**config.mk**
```make
export PLATFORM = sky130hd
export DESIGN_NAME = apb_master_arbiter
export DESIGN_NICKNAME = d
export VERILOG_FILES = /design/src/rtl/apb_master_arbiter.sv
export SDC_FILE = /design/constraint.sdc
export NUM_CORES = 1
export LEC_CHECK = 0
export ABC_AREA = 0
export BUFFER_PORTS_ARGS = -buffer_cell sky130_fd_sc_hd__buf_4
export CAP_MARGIN = 20
export CORE_MARGIN = 2
export CORE_UTILIZATION = 45
export DETAILED_ROUTE_END_ITERATION = 8
export PLACE_DENSITY = 0.79
export SKIP_LAST_GASP = 1
export SLEW_MARGIN = 20
export SYNTH_ARGS = -nofsm -noshare
export SYNTH_HDL_FRONTEND = slang
export SYNTH_SLANG_ARGS = --single-unit
```
**constraint.sdc**
```tcl
create_clock -name PCLK -period 1.8 [get_ports PCLK]
set_clock_uncertainty 0.05 [all_clocks]
set_input_delay 0.18 -clock PCLK [delete_from_list [all_inputs] [get_ports PCLK]]
set_output_delay 0.18 -clock PCLK [all_outputs]
set_load 0.01 [all_outputs]
```
**src/rtl/apb_master_arbiter.sv**
```systemverilog
// apb_master_arbiter: round-robin arbiter that runs two requesters' transfers over one APB bus,
// with a PREADY timeout so a hung slave cannot stall both requesters.
module apb_master_arbiter #(
    parameter int TIMEOUT_CYC = 16
) (
    input  logic        PCLK,
    input  logic        PRESET,
    input  logic        req0_valid,
    input  logic        req0_write,
    input  logic [31:0] req0_addr,
    input  logic [31:0] req0_wdata,
    output logic        req0_done,
    output logic [31:0] req0_rdata,
    output logic        req0_err,
    input  logic        req1_valid,
    input  logic        req1_write,
    input  logic [31:0] req1_addr,
    input  logic [31:0] req1_wdata,
    output logic        req1_done,
    output logic [31:0] req1_rdata,
    output logic        req1_err,
    output logic [31:0] PADDR,
    output logic        PWRITE,
    output logic [31:0] PWDATA,
    output logic        PSEL,
    output logic        PENABLE,
    input  logic [31:0] PRDATA,
    input  logic        PREADY
);
    localparam int CW = (TIMEOUT_CYC > 0) ? $clog2(TIMEOUT_CYC + 1) : 1;
    localparam logic [CW-1:0] CMAX = {CW{1'b1}};

    typedef enum logic [1:0] {IDLE, SETUP, ACCESS} state_t;

    state_t        state_q, state_d;
    logic          last_q, last_d;
    logic [CW-1:0] cnt_q, cnt_d;
    logic [31:0]   paddr_q, paddr_d, pwdata_q, pwdata_d;
    logic          pwrite_q, pwrite_d, psel_q, psel_d, penable_q, penable_d;
    logic          done0_q, done0_d, done1_q, done1_d, err0_q, err0_d, err1_q, err1_d;
    logic [31:0]   rdata0_q, rdata0_d, rdata1_q, rdata1_d;
    logic          elig0, elig1, pick1, tmo, finish;
    logic [31:0]   rd;

    // A requester whose done is showing this cycle is masked so a held valid is not re-granted.
    assign elig0  = req0_valid & ~done0_q;
    assign elig1  = req1_valid & ~done1_q;
    assign pick1  = elig1 & (~elig0 | ~last_q);
    assign tmo    = (TIMEOUT_CYC > 0) && state_q == ACCESS && !PREADY && cnt_q == CW'(TIMEOUT_CYC - 1);
    assign finish = state_q == ACCESS && (PREADY || tmo);
    assign rd     = (PREADY && !pwrite_q) ? PRDATA : '0;

    always_ff @(posedge PCLK or negedge PRESET) begin
        if (!PRESET) begin
            state_q   <= IDLE;
            last_q    <= 1'b1;
            cnt_q     <= '0;
            paddr_q   <= '0;
            pwdata_q  <= '0;
            pwrite_q  <= 1'b0;
            psel_q    <= 1'b0;
            penable_q <= 1'b0;
            done0_q   <= 1'b0;
            done1_q   <= 1'b0;
            err0_q    <= 1'b0;
            err1_q    <= 1'b0;
            rdata0_q  <= '0;
            rdata1_q  <= '0;
        end else begin
            state_q   <= state_d;
            last_q    <= last_d;
            cnt_q     <= cnt_d;
            paddr_q   <= paddr_d;
            pwdata_q  <= pwdata_d;
            pwrite_q  <= pwrite_d;
            psel_q    <= psel_d;
            penable_q <= penable_d;
            done0_q   <= done0_d;
            done1_q   <= done1_d;
            err0_q    <= err0_d;
            err1_q    <= err1_d;
            rdata0_q  <= rdata0_d;
            rdata1_q  <= rdata1_d;
        end
    end

    always_comb begin
        state_d = state_q;
        case (state_q)
            IDLE:    state_d = (elig0 | elig1) ? SETUP : IDLE;
            SETUP:   state_d = ACCESS;
            ACCESS:  state_d = finish ? IDLE : ACCESS;
            default: state_d = IDLE;
        endcase
    end

    // last_q doubles as the owner of the transfer in flight.
    always_comb begin
        last_d   = last_q;
        paddr_d  = paddr_q;
        pwrite_d = pwrite_q;
        pwdata_d = pwdata_q;
        if (state_q == IDLE && (elig0 | elig1)) begin
            last_d   = pick1;
            paddr_d  = pick1 ? req1_addr : req0_addr;
            pwrite_d = pick1 ? req1_write : req0_write;
            pwdata_d = pick1 ? req1_wdata : req0_wdata;
        end
        psel_d    = state_d != IDLE;
        penable_d = state_d == ACCESS;
        done0_d   = finish & ~last_q;
        done1_d   = finish & last_q;
        rdata0_d  = done0_d ? rd : '0;
        rdata1_d  = done1_d ? rd : '0;
        err0_d    = done0_d & tmo;
        err1_d    = done1_d & tmo;
        cnt_d     = (state_q == ACCESS && !PREADY) ? cnt_q + CW'(cnt_q != CMAX) : '0;
    end

    assign PADDR      = paddr_q;
    assign PWRITE     = pwrite_q;
    assign PWDATA     = pwdata_q;
    assign PSEL       = psel_q;
    assign PENABLE    = penable_q;
    assign req0_done  = done0_q;
    assign req0_rdata = rdata0_q;
    assign req0_err   = err0_q;
    assign req1_done  = done1_q;
    assign req1_rdata = rdata1_q;
    assign req1_err   = err1_q;
endmodule
```
==> out/metrics.csv <==
stage,metric,value,unit
status,status,"finished, final reports clean",
clocking,total CTS buffers,17,
setup_path,end of the critical path,cnt_q[4]$_DFF_PN0_,
power,Sw Ratio,0.3543,
floorplan,Die ar.,13780,sq um
logic_synthesis,Synthesis Warnings,0,
setup_path,R2R Path Start,cnt_q[1]$_DFF_PN0_,
power,Net Switching,4.681,mW
layout,fillers,630,
clocking,H-tree depth,4,
route,vias per cell,5.110,
power,VDD IR max,0.9744,mV
placement,port bufs,301,
setup_path,CP Data Arrival Time,1.93,ns
global_routing,vias in the first global route,6506,
logic_synthesis,adder-cell share of the synthesized area,0.004326,
timing,max_slew headroom,0.6893,
timing,max-slew violation count,0,
logic_synthesis,simple-gate share of the synthesized area,0.2302,
hold_path,Hold Path Class,input port to flop,
route,Iteration-0 DRC Markers,451,
global_routing,GRT overflow,0,
setup_path,CP most frequent cell,ha_1,
setup_path,worst flop-to-flop path endpoint,cnt_q[4]$_DFF_PN0_,
setup_path,worst-path cell chain,nand4_1 > or2_2 > ha_1 > ha_1 > nand3_1 > xnor2_1 > nor2_1,
power,Seq pwr share,0.355,
layout,Antenna Cells,0,
global_routing,initial antenna violation count,0,
flow_run,max_cap viols,0,
route,post-route ant nets,0,
logic_synthesis,number of synthesized register bits,143,
layout,layout cells sized above 1,0.3728,
layout,Post-layout nets,1170,
floorplan,die width,117.4,um
layout,final core utilization,0.8222,
setup_path,Critical path origin,cnt_q[1]$_DFF_PN0_,
power,pwr dens,1278,nW/um^2
logic_synthesis,largest family of logic cells by synthesized area,simple AND/OR/NAND/NOR gates,
global_routing,largest net degree at the start of global routing,81,
timing,Setup Total Neg Slack,0,ns
floorplan,Initial Util,0.4602,
power,Cell Int Power,8.529,mW
clocking,clock sink total,143,
timing,final hold vios,0,
setup_path,Worst R2R Path Depth,7,
logic_synthesis,Syn Std Cell Area,5784,sq um
timing,min Tclk post-route,1.686,ns
placement,Placer Congestion,0.8065,
global_routing,first-pass GRT wire length,33.22,mm
clocking,CTS root buffer,clkbuf_16,
floorplan,Core Box Area,12570,sq um
power,leakage power,5.120,nW
route,DR WL/cell,17.88,um
timing,Final period util,0.9365,
logic_synthesis,xor/xnor share of the synthesized area,0.004543,
floorplan,Die Span Y,117.4,um
setup_path,slowest CP cell,dfrtp_1,
floorplan,Top-Level Pins,302,
timing,Achievable Freq,0.5933,GHz
setup_path,critical path class,flop to flop,
global_routing,Total GRT Usage,0.3068,
layout,Area growth syn-to-layout,78.65,%
setup_path,Crit path required time,2.05,ns
timing,Slew @ Worst Pin,0.4661,ns
logic_synthesis,part of the Yosys area used for sequential elements,0.6189,
clocking,Worst-Skew Late Latency,0.41,ns
logic_synthesis,synthesized area per cell,10.65,sq um
setup_path,Crit Path Max Fanout,3,
logic_synthesis,post-synth cell types,34,
logic_synthesis,Compound-Gate Fraction of Synth Area,0.08566,
route,vias post-DR,6061,
setup_path,crit-path max cell delay,0.38,ns
route,final wirelength,21.20,mm
clocking,CTS tree,done,
setup_path,Startpoint Class,flop,
placement,DP HPWL,11.29,mm
route,Pre-Repair DR Iteration Count,5,
timing,"Setup violations, final",0,
floorplan,row cnt,41,
logic_synthesis,post-synthesis mux area share,0.002596,
setup_path,R2R setup slack,0.11,ns
clocking,clk slew on worst S/H paths,0.06,ns
setup_path,crit end category,flop,
power,power share of the combinational group,0.383,
clocking,clock buffer depth,2,
logic_synthesis,Mapped Cells,543,
logic_synthesis,syn nets,712,
power,Clk pwr share,0.262,
route,Remaining DRCs,0,
through the flow:
stage	power [mW]	instances	setup WS [ns]	hold WS (ns)	cell area, sq um
after floorplan	7.226	543	0.1970	-0.1656	5784
after global placement	9.106	988	0.1297	0.1607	8102
after detailed placement	9.271	988	0.05820	0.1600	8102
after CTS	13.01	1179	0.06087	0.0005814	10280
after global routing	13.88	1186	-0.004099	0.009962	10330
final	13.21	1186	0.1144	0.01372	10330
sequential cells by signal, indices dropped and copies added, names as in the netlist, 2 cells and up:
register	flops
req0_rdata	32
state_q	2
PWDATA	32
cnt_q	5
PADDR	32
req1_rdata	32
area by class of cell:
cell class / instances / area [sq um] / share of cell area
repair buffers: 474 / 4038 / 0.3907
flip-flops and latches: 143 / 3580 / 0.3464
multi-input cells: 363 / 1909 / 0.1848
clock buffers: 18 / 439.2 / 0.04250
well taps: 172 / 215.2 / 0.02083
clock inverters: 14 / 145.1 / 0.01405
inverters: 2 / 7.507 / 0.0007265
worst min path at each step:
stage                   startpoint                      to  cells after the start
finish              req1_wdata[16]  PWDATA[16]$_DFFE_PN0P_                      3
global route        req1_wdata[16]  PWDATA[16]$_DFFE_PN0P_                      3
CTS                 req1_wdata[17]  PWDATA[17]$_DFFE_PN0P_                      3
detailed placement          PRESET  PWDATA[19]$_DFFE_PN0P_                      2
global placement            PRESET  PWDATA[24]$_DFFE_PN0P_                      2
floorplan                   PRESET    PADDR[0]$_DFFE_PN0P_                      0
layer usage:
layer | global-route usage | vias to the layer above | wire [um]
li1 | - | 2687 | -
met1 | 0.3411 | 2914 | 7566
met2 | 0.5179 | 352 | 10750
met3 | 0.08901 | 108 | 1628
met4 | 0.1920 | 0 | 1258
met5 | 0 | - | 0
cells in the mapped netlist:
library cell	n	share of area
mux2_4	1	0.0026
buf_2	14	0.012
buf_8	4	0.010
nand2b_1	2	0.0022
or2_2	1	0.0011
buf_6	11	0.021
nor4_2	1	0.0022
dfrtp_1	142	0.61
nand4_1	1	0.0011
or2_1	2	0.0022
xnor2_1	2	0.0030
a31oi_1	55	0.059
and2_1	66	0.071
ha_1	2	0.0043
nand3_1	3	0.0026
o22ai_1	1	0.0011
xor2_1	1	0.0015
clkbuf_2	6	0.0052
buf_12	1	0.0035
nor2_1	74	0.048
nor2b_1	1	0.0011
inv_1	2	0.0013
nand2_1	120	0.078
and2_4	1	0.0015
dfstp_2	1	0.0045
nor2b_2	1	0.0015
nand3b_2	1	0.0019
nor3_1	1	0.00086
nand2_2	11	0.012
o21a_1	1	0.0013
nor3_2	1	0.0017
a31oi_2	10	0.022
o22ai_2	1	0.0022
and3_1	1	0.0011
power by group through the flow:
stage | logic (mW) | registers, mW | clock network, mW
floorplan | 2.21 | 5.02 | 0
global placement | 4.45 | 4.65 | 0
detailed placement | 4.59 | 4.68 | 0
CTS | 4.87 | 4.64 | 3.51
global route | 5.47 | 4.77 | 3.63
finish | 5.06 | 4.69 | 3.46
timing repair:
action                                 4_1_cts  5_1_grt
buffers inserted                             0        5
endpoints found under the hold margin      271        1
hold buffers                               159        1
resized for setup                            0        1
setup endpoints to repair                    0       48
cells by family (layout without fill, tap and decap cells):
logic type | after synthesis | after routing
simple gates | 288 | 289
flops | 143 | 143
compound gates | 68 | 68
buf+inv | 38 | 508
xor+xnor | 3 | 3
fa+ha+maj | 2 | 2
mux | 1 | 1
critical path: cells and delay by family, from the launching register on:
kind / cells / cell delay (ns)
fa+ha+maj: 2 / 0.42
simple gates: 4 / 0.61
flops: 1 / 0.38
xor+xnor: 1 / 0.12
placed cells by master, fill, tap and decap left out, types with 3 or more instances in the layout:
cell             n
a31oi_2         10
a31oi_1         55
nand3_1          3
buf_4          307
buf_12           6
nor2_1          74
nand2_2         11
and2_1          66
inv_8            3
clkbuf_16       17
dfrtp_1        142
nand2_1        120
inv_6            5
dlygate4sd3_1  160
(Power assumes the default switching activity.)
